File: config.mk
export PLATFORM = sky130hd
export DESIGN_NAME = cop0_flat
export DESIGN_NICKNAME = d
export VERILOG_FILES = /design/src/rtl/cop0_if.sv /design/src/rtl/cop0.sv /design/src/flat_wrapper.sv
export SDC_FILE = /design/constraint.sdc
export NUM_CORES = 1
export LEC_CHECK = 0
export BUFFER_PORTS_ARGS = -buffer_cell sky130_fd_sc_hd__buf_2
export CORE_MARGIN = 4
export CORE_UTILIZATION = 55
export CTS_CLUSTER_DIAMETER = 200
export DETAILED_ROUTE_END_ITERATION = 10
export PLACE_DENSITY_LB_ADDON = 0.3
export REMOVE_ABC_BUFFERS = 1
export SYNTH_ARGS = -nofsm -noshare
export SYNTH_HDL_FRONTEND = slang
export SYNTH_SLANG_ARGS = --single-unit
export TNS_END_PERCENT = 100
File: constraint.sdc
create_clock -name clk -period 4.6 [get_ports clk]
set_clock_uncertainty 0.05 [all_clocks]
set_input_delay 0.69 -clock clk [delete_from_list [all_inputs] [get_ports clk]]
set_output_delay 0.69 -clock clk [all_outputs]
set_load 0.02 [all_outputs]
File: src/rtl/cop0_if.sv
// Core-to-COP0 signal bundle. The core drives the master side; cop0 sits on the slave side.
interface cop0_if;
  logic [31:0] pc;
  logic [4:0]  hw_int;
  logic        syscall;
  logic        brk;
  logic        ovf;
  logic        ri;
  logic        eret;
  logic        mtc0;
  logic [4:0]  sel;
  logic [31:0] wr_data;
  logic [31:0] rd_data;
  logic        cop_trap;
  logic [31:0] cop_addr;
  logic        exl;

  modport master (
    output pc, hw_int, syscall, brk, ovf, ri, eret, mtc0, sel, wr_data,
    input  rd_data, cop_trap, cop_addr, exl
  );

  modport slave (
    input  pc, hw_int, syscall, brk, ovf, ri, eret, mtc0, sel, wr_data,
    output rd_data, cop_trap, cop_addr, exl
  );
endinterface

File: src/rtl/cop0.sv
// Coprocessor-0: Status/Cause/EPC/Count/Compare, interrupt and exception detection,
// and the trap/redirect request for the single-cycle core's COP0 PC path.
module cop0 #(
  parameter logic [31:0] HANDLER_ADDR = 32'h0000_0080,
  parameter logic [31:0] COMPARE_RST  = 32'hFFFF_FFFF
) (
  input logic   clk,
  input logic   rest,
  cop0_if.slave bus
);

  localparam logic [4:0] SelCount   = 5'd9;
  localparam logic [4:0] SelCompare = 5'd11;
  localparam logic [4:0] SelStatus  = 5'd12;
  localparam logic [4:0] SelCause   = 5'd13;
  localparam logic [4:0] SelEpc     = 5'd14;

  logic [7:0]  im_q;
  logic        exl_q;
  logic        ie_q;
  logic [4:0]  exc_code_q;
  logic [1:0]  ip_sw_q;
  logic [4:0]  ip_hw_q;
  logic        timer_ip_q;
  logic [31:0] epc_q;
  logic [31:0] count_q;
  logic [31:0] compare_q;
  logic [4:0]  sync1_q;
  logic [4:0]  sync2_q;

  logic [7:0]  ip;
  logic        int_pending;
  logic        exc_take;
  logic [4:0]  exc_code;
  logic        eret_take;
  logic        wr_en;
  logic [31:0] status_rd;
  logic [31:0] cause_rd;

  assign ip          = {timer_ip_q, ip_hw_q, ip_sw_q};
  assign int_pending = ie_q & ~exl_q & (|(ip & im_q));
  assign status_rd   = {16'b0, im_q, 6'b0, exl_q, ie_q};
  assign cause_rd    = {16'b0, ip, 1'b0, exc_code_q, 2'b0};

  always_comb begin
    exc_take = int_pending | bus.ri | bus.ovf | bus.syscall | bus.brk;
    if (int_pending)      exc_code = 5'd0;
    else if (bus.ri)      exc_code = 5'd10;
    else if (bus.ovf)     exc_code = 5'd12;
    else if (bus.syscall) exc_code = 5'd8;
    else                  exc_code = 5'd9;
    eret_take = bus.eret & ~exc_take;
    // A trapping instruction is killed, so its register write never lands.
    wr_en     = bus.mtc0 & ~exc_take & ~bus.eret;
  end

  assign bus.cop_trap = exc_take | bus.eret;
  assign bus.cop_addr = eret_take ? epc_q : HANDLER_ADDR;
  assign bus.exl      = exl_q;

  always_comb begin
    bus.rd_data = 32'b0;
    case (bus.sel)
      SelCount:   bus.rd_data = count_q;
      SelCompare: bus.rd_data = compare_q;
      SelStatus:  bus.rd_data = status_rd;
      SelCause:   bus.rd_data = cause_rd;
      SelEpc:     bus.rd_data = epc_q;
      default:    bus.rd_data = 32'b0;
    endcase
  end

  always_ff @(posedge clk) begin
    if (rest) begin
      im_q       <= 8'b0;
      exl_q      <= 1'b0;
      ie_q       <= 1'b0;
      exc_code_q <= 5'b0;
      ip_sw_q    <= 2'b0;
      ip_hw_q    <= 5'b0;
      timer_ip_q <= 1'b0;
      epc_q      <= 32'b0;
      count_q    <= 32'b0;
      compare_q  <= COMPARE_RST;
      sync1_q    <= 5'b0;
      sync2_q    <= 5'b0;
    end else begin
      sync1_q <= bus.hw_int;
      sync2_q <= sync1_q;
      ip_hw_q <= sync2_q;

      if (wr_en && bus.sel == SelCount) count_q <= bus.wr_data;
      else                              count_q <= count_q + 32'd1;

      // Rewriting Compare acknowledges the timer; the clear beats a same-edge match.
      if (wr_en && bus.sel == SelCompare) begin
        compare_q  <= bus.wr_data;
        timer_ip_q <= 1'b0;
      end else if (count_q == compare_q) begin
        timer_ip_q <= 1'b1;
      end

      if (exc_take) begin
        exc_code_q <= exc_code;
        exl_q      <= 1'b1;
        if (!exl_q) epc_q <= bus.pc;
      end else if (eret_take) begin
        exl_q <= 1'b0;
      end else if (wr_en) begin
        case (bus.sel)
          SelStatus: begin
            im_q  <= bus.wr_data[15:8];
            exl_q <= bus.wr_data[1];
            ie_q  <= bus.wr_data[0];
          end
          SelCause: ip_sw_q <= bus.wr_data[9:8];
          SelEpc:   epc_q   <= bus.wr_data;
          default:  ;
        endcase
      end
    end
  end

endmodule

File: src/flat_wrapper.sv
// flat-port wrapper written by rule: the top's interface ports become plain ports
module cop0_flat 
#(
  parameter logic [31:0] HANDLER_ADDR = 32'h0000_0080,
  parameter logic [31:0] COMPARE_RST  = 32'hFFFF_FFFF
)
  (clk, rest, bus_pc, bus_hw_int, bus_syscall, bus_brk, bus_ovf, bus_ri, bus_eret, bus_mtc0, bus_sel, bus_wr_data, bus_rd_data, bus_cop_trap, bus_cop_addr, bus_exl);
  cop0_if bus_i ();
  input logic clk;
  input logic rest;
  input wire logic [$bits(bus_i.pc)-1:0] bus_pc;
  input wire logic [$bits(bus_i.hw_int)-1:0] bus_hw_int;
  input wire logic [$bits(bus_i.syscall)-1:0] bus_syscall;
  input wire logic [$bits(bus_i.brk)-1:0] bus_brk;
  input wire logic [$bits(bus_i.ovf)-1:0] bus_ovf;
  input wire logic [$bits(bus_i.ri)-1:0] bus_ri;
  input wire logic [$bits(bus_i.eret)-1:0] bus_eret;
  input wire logic [$bits(bus_i.mtc0)-1:0] bus_mtc0;
  input wire logic [$bits(bus_i.sel)-1:0] bus_sel;
  input wire logic [$bits(bus_i.wr_data)-1:0] bus_wr_data;
  output wire logic [$bits(bus_i.rd_data)-1:0] bus_rd_data;
  output wire logic [$bits(bus_i.cop_trap)-1:0] bus_cop_trap;
  output wire logic [$bits(bus_i.cop_addr)-1:0] bus_cop_addr;
  output wire logic [$bits(bus_i.exl)-1:0] bus_exl;
  assign bus_i.pc = bus_pc;
  assign bus_i.hw_int = bus_hw_int;
  assign bus_i.syscall = bus_syscall;
  assign bus_i.brk = bus_brk;
  assign bus_i.ovf = bus_ovf;
  assign bus_i.ri = bus_ri;
  assign bus_i.eret = bus_eret;
  assign bus_i.mtc0 = bus_mtc0;
  assign bus_i.sel = bus_sel;
  assign bus_i.wr_data = bus_wr_data;
  assign bus_rd_data = bus_i.rd_data;
  assign bus_cop_trap = bus_i.cop_trap;
  assign bus_cop_addr = bus_i.cop_addr;
  assign bus_exl = bus_i.exl;
  cop0 #(.HANDLER_ADDR(HANDLER_ADDR), .COMPARE_RST(COMPARE_RST)) u_core (.clk(clk), .rest(rest), .bus(bus_i));
endmodule
==> impl_metrics.prom <==
# TYPE chip_impl_metric gauge
chip_impl_info{name="outcome",value="completed"} 1
chip_impl_metric{name="final_layout_size_suffix_gt1_frac",unit=""} 0.2880
chip_impl_info{name="grt-busiest-layer",value="met2"} 1
chip_impl_metric{name="clock_latency",unit="ns"} 0.43
chip_impl_metric{name="p_leak",unit="nW"} 3.449
chip_impl_metric{name="global_route.usage.met1",unit=""} 0.3427
chip_impl_info{name="worst_r2r_startpoint",value="u_core.im_q[5]"} 1
chip_impl_metric{name="cp.arrival",unit="ns"} 2.99
chip_impl_metric{name="detailroute.via_count",unit=""} 6255
chip_impl_metric{name="switching_power",unit="mW"} 0.6870
chip_impl_metric{name="h_tree_levels",unit=""} 4
chip_impl_metric{name="track_usage",unit=""} 0.2592
chip_impl_metric{name="clkSinkCount",unit=""} 128
chip_impl_metric{name="grt_util_met2",unit=""} 0.4208
chip_impl_metric{name="boundaryPins",unit=""} 148
chip_impl_metric{name="post_synth_inst_count",unit=""} 810
chip_impl_metric{name="final-seq-area",unit="µm²"} 2562
chip_impl_metric{name="cts_hold_buffers",unit=""} 0
chip_impl_metric{name="antenna-diode-count",unit=""} 0
chip_impl_metric{name="period_minus_slack",unit="ns"} 3.732
chip_impl_metric{name="cts-resized-gates",unit=""} 0
chip_impl_metric{name="initial_core_util",unit=""} 0.5680
chip_impl_info{name="start_to_end_type_of_the_worst_setup_path",value="reg2out"} 1
chip_impl_metric{name="detailed_routing_iterations_pass_1",unit=""} 6
chip_impl_metric{name="antenna_violations_before_repair",unit=""} 0
chip_impl_metric{name="timing.setup.tns",unit="ns"} 0
chip_impl_metric{name="worst_path_max_fanout",unit=""} 17
chip_impl_metric{name="p_seq_frac",unit=""} 0.423
chip_impl_info{name="setup.worst_path.start_class",value="flop"} 1
chip_impl_metric{name="fp.dieW",unit="µm"} 122.6
chip_impl_metric{name="wire_length_after_detailed_routing",unit="µm"} 18930
chip_impl_metric{name="synth-warning-count",unit=""} 0
chip_impl_metric{name="grt.overflow.total",unit=""} 0
chip_impl_metric{name="drt-initial-drc-count",unit=""} 439
chip_impl_metric{name="hold_slack",unit="ns"} 0.3857
chip_impl_metric{name="clock.fmax",unit="MHz"} 268.0
chip_impl_info{name="post-synth-top-area-cell",value="sky130_fd_sc_hd__dfxtp_1"} 1
chip_impl_info{name="end_kind",value="primary output"} 1
chip_impl_metric{name="place_inst",unit=""} 1074
chip_impl_metric{name="p_int",unit="mW"} 2.064
chip_impl_metric{name="ant_nets",unit=""} 0
chip_impl_metric{name="clock_input_transition_at_the_sequential_cells_of_the_worst_setup_and_hold_paths",unit="ns"} 0.06
chip_impl_metric{name="power_density",unit="nW/µm²"} 320.0
chip_impl_info{name="cts_root_buffer",value="sky130_fd_sc_hd__clkbuf_16"} 1
chip_impl_metric{name="grt_pass1_vias",unit=""} 6103
chip_impl_metric{name="place_congestion",unit=""} 0.8815
chip_impl_metric{name="use_met3",unit=""} 0.06359
chip_impl_info{name="min-delay-start",value="u_core.sync1_q[3]"} 1
chip_impl_metric{name="power.ir.vdd_worst",unit="V"} 0.0002557
chip_impl_metric{name="grt_first_pass_wirelength",unit="µm"} 30620
chip_impl_metric{name="clkPwrFrac",unit=""} 0.489
chip_impl_metric{name="floorplan.die_area",unit="µm²"} 15040
chip_impl_metric{name="power.total",unit="mW"} 2.751
chip_impl_metric{name="period_utilization",unit=""} 0.8113
chip_impl_metric{name="via_per_inst",unit=""} 5.656
chip_impl_info{name="most-common-layout-cells",value="sky130_fd_sc_hd__buf_2, sky130_fd_sc_hd__dfxtp_1, sky130_fd_sc_hd__nor2_1, sky130_fd_sc_hd__xnor2_1, sky130_fd_sc_hd__nor2b_1"} 1
chip_impl_metric{name="area.growth.synth_to_final",unit="%"} 18.96
chip_impl_info{name="worst_setup_path_startpoint",value="u_core.im_q[5]"} 1
chip_impl_metric{name="avgRoutedWirePerCell",unit="µm"} 17.12
chip_impl_metric{name="postSynthRegisterBits",unit=""} 128
chip_impl_metric{name="sequential_to_total_area_share_from_yosys_stat",unit=""} 0.3546
chip_impl_metric{name="number_of_cts_inserted_buffers",unit=""} 17
chip_impl_info{name="kind_of_path_behind_the_tightest_hold_check",value="reg2reg"} 1
chip_impl_metric{name="post_synth.cell_area_avg",unit="µm²"} 8.921
chip_impl_metric{name="combinational_power_share",unit=""} 0.087
chip_impl_metric{name="floorplan.rows",unit=""} 41
chip_impl_metric{name="nFillCells",unit=""} 1084
chip_impl_info{name="mostFrequentLayoutCell",value="sky130_fd_sc_hd__buf_2"} 1
chip_impl_info{name="tritoncts",value="yes"} 1
chip_impl_info{name="top_area_cells_in_the_synthesized_netlist",value="sky130_fd_sc_hd__dfxtp_1, sky130_fd_sc_hd__xnor2_1, sky130_fd_sc_hd__mux2i_1"} 1
chip_impl_metric{name="report.final.setup_viol",unit=""} 0
chip_impl_metric{name="final-hold-violation-count",unit=""} 0
chip_impl_metric{name="place_hpwl",unit="µm"} 12800
chip_impl_metric{name="drt_drc_violations_left",unit=""} 0
chip_impl_metric{name="nets",unit=""} 1004
chip_impl_metric{name="area_share_of_the_largest_cell_type_after_synthesis",unit=""} 0.3546
chip_impl_metric{name="fp.dieH",unit="µm"} 122.6
chip_impl_metric{name="multi_input_comb_area",unit="µm²"} 4238
chip_impl_metric{name="postCtsSetupRepairBufs",unit=""} 0
chip_impl_metric{name="drv_slew",unit=""} 0
chip_impl_metric{name="max_slew_margin",unit=""} 0.3154
chip_impl_metric{name="layoutNonFillerInstCount",unit=""} 1106
chip_impl_metric{name="synthDistinctLibCells",unit=""} 45
chip_impl_metric{name="worst_slew_pin_slew",unit="ns"} 1.027
chip_impl_metric{name="max-cap-violations",unit=""} 0
chip_impl_metric{name="placement.io_buffers",unit=""} 147
chip_impl_metric{name="grt_start_max_net_pins",unit=""} 84
chip_impl_metric{name="max-clock-path-buffers",unit=""} 2
chip_impl_info{name="rsz0062_at_grt",value="no"} 1
chip_impl_metric{name="synth_area",unit="µm²"} 7226
chip_impl_metric{name="core_region_area",unit="µm²"} 12720
chip_impl_metric{name="switching_share_of_power",unit=""} 0.2497
chip_impl_metric{name="worst_ep_required_time",unit="ns"} 3.86
[routing by layer]
| metal | vias to the layer above | wire [µm] |
|---|---|---|
| li1 | 3082 | - |
| met1 | 2930 | 8640 |
| met2 | 213 | 8752 |
| met3 | 30 | 1195 |
| met4 | 0 | 343 |
| met5 | - | 0 |
[cell usage after synthesis (all sizes together)]
| library cell | number |
|---|---|
| nor2 | 61 |
| xor2 | 7 |
| mux2i | 44 |
| a2111oi | 1 |
| a21oi | 35 |
| nand4b | 1 |
| dfxtp | 128 |
| o21a | 32 |
| nor2b | 50 |
| nand4bb | 1 |
| a31oi | 1 |
| xnor2 | 55 |
| or4 | 4 |
| o21ai | 29 |
| nand4 | 18 |
| nor3 | 19 |
| mux2 | 32 |
| a211oi | 32 |
| o2111a | 2 |
| a22oi | 4 |
| nor4b | 1 |
| clkbuf | 46 |
| ha | 1 |
| and3 | 32 |
| a211o | 33 |
| or2 | 2 |
| and4 | 5 |
| or3 | 1 |
| nand2b | 1 |
| buf | 23 |
| nand3 | 8 |
| inv | 37 |
| nand2 | 42 |
| nor4 | 8 |
| a221o | 14 |
[worst paths after layout]
| kind | endpoint | slack [ns] | depth (start not counted) |
|---|---|---|---|
| worst min register to register | u_core.sync2_q[3] | 0.39 | 1 |
| worst min-delay path | u_core.sync2_q[3] | 0.39 | 1 |
| worst max-delay path | bus_cop_addr[2] | 0.87 | 7 |
| worst max register to register | u_core.count_q[29] | 2.02 | 6 |
[sequential cells by signal, indices dropped and copies added, names as in the netlist]
register and count:
u_core.sync1_q 5, u_core.ie_q 1, u_core.sync2_q 5, u_core.compare_q 32
u_core.count_q 32, u_core.exc_code_q 4, u_core.ip_sw_q 2, u_core.im_q 8
u_core.epc_q 32, u_core.bus.exl 1, u_core.ip_hw_q 5, u_core.timer_ip_q 1
[logic make-up after synthesis]
group	Yosys count	share of synthesized area
adders and majority gates	1	0.001731
DFF	128	0.3546
buffers and inverters	106	0.06580
xor gates and xnor gates	62	0.07515
and+or+nand+nor	254	0.1894
AOI/OAI and AO/OA	183	0.2024
muxes	76	0.1108
[area by class of cell]
cell class / instances / area share
sequential: 128 / 0.2981
tap: 172 / 0.02504
clock buffer: 18 / 0.05109
timing repair buffer: 161 / 0.09811
clock inverter: 14 / 0.01849
multi-input combinational: 576 / 0.4930
inverter: 37 / 0.01616
[metrics by stage]
step	setup slack [ns]	cell area, µm²	util
finish	0.8682	8596	0.6756
global route	0.7580	8596	0.6756
global placement	1.204	7998	0.6286
detailed placement	1.136	7998	0.6286
floorplan	-0.5852	6889	-
CTS	0.8855	8596	0.6756
[critical path: stages, from the launching register on]
cell and delay (ns):
sky130_fd_sc_hd__dfxtp_1 0.33, sky130_fd_sc_hd__a22oi_1 0.27, sky130_fd_sc_hd__and4_1 0.45, sky130_fd_sc_hd__nor2_1 0.18, sky130_fd_sc_hd__nor2_2 0.60, sky130_fd_sc_hd__buf_4 0.37, sky130_fd_sc_hd__and3_1 0.20, sky130_fd_sc_hd__buf_2 0.16
[power groups by stage]
stage | registers [mW] | clock network (mW) | logic [mW]
detailed placement | 1.19 | 0 | 0.239
global route | 1.17 | 1.41 | 0.263
global placement | 1.19 | 0 | 0.235
finish | 1.16 | 1.35 | 0.240
CTS | 1.16 | 1.36 | 0.240
floorplan | 1.18 | 0 | 0.120
Note: power is estimated with default switching activity, not from simulation.
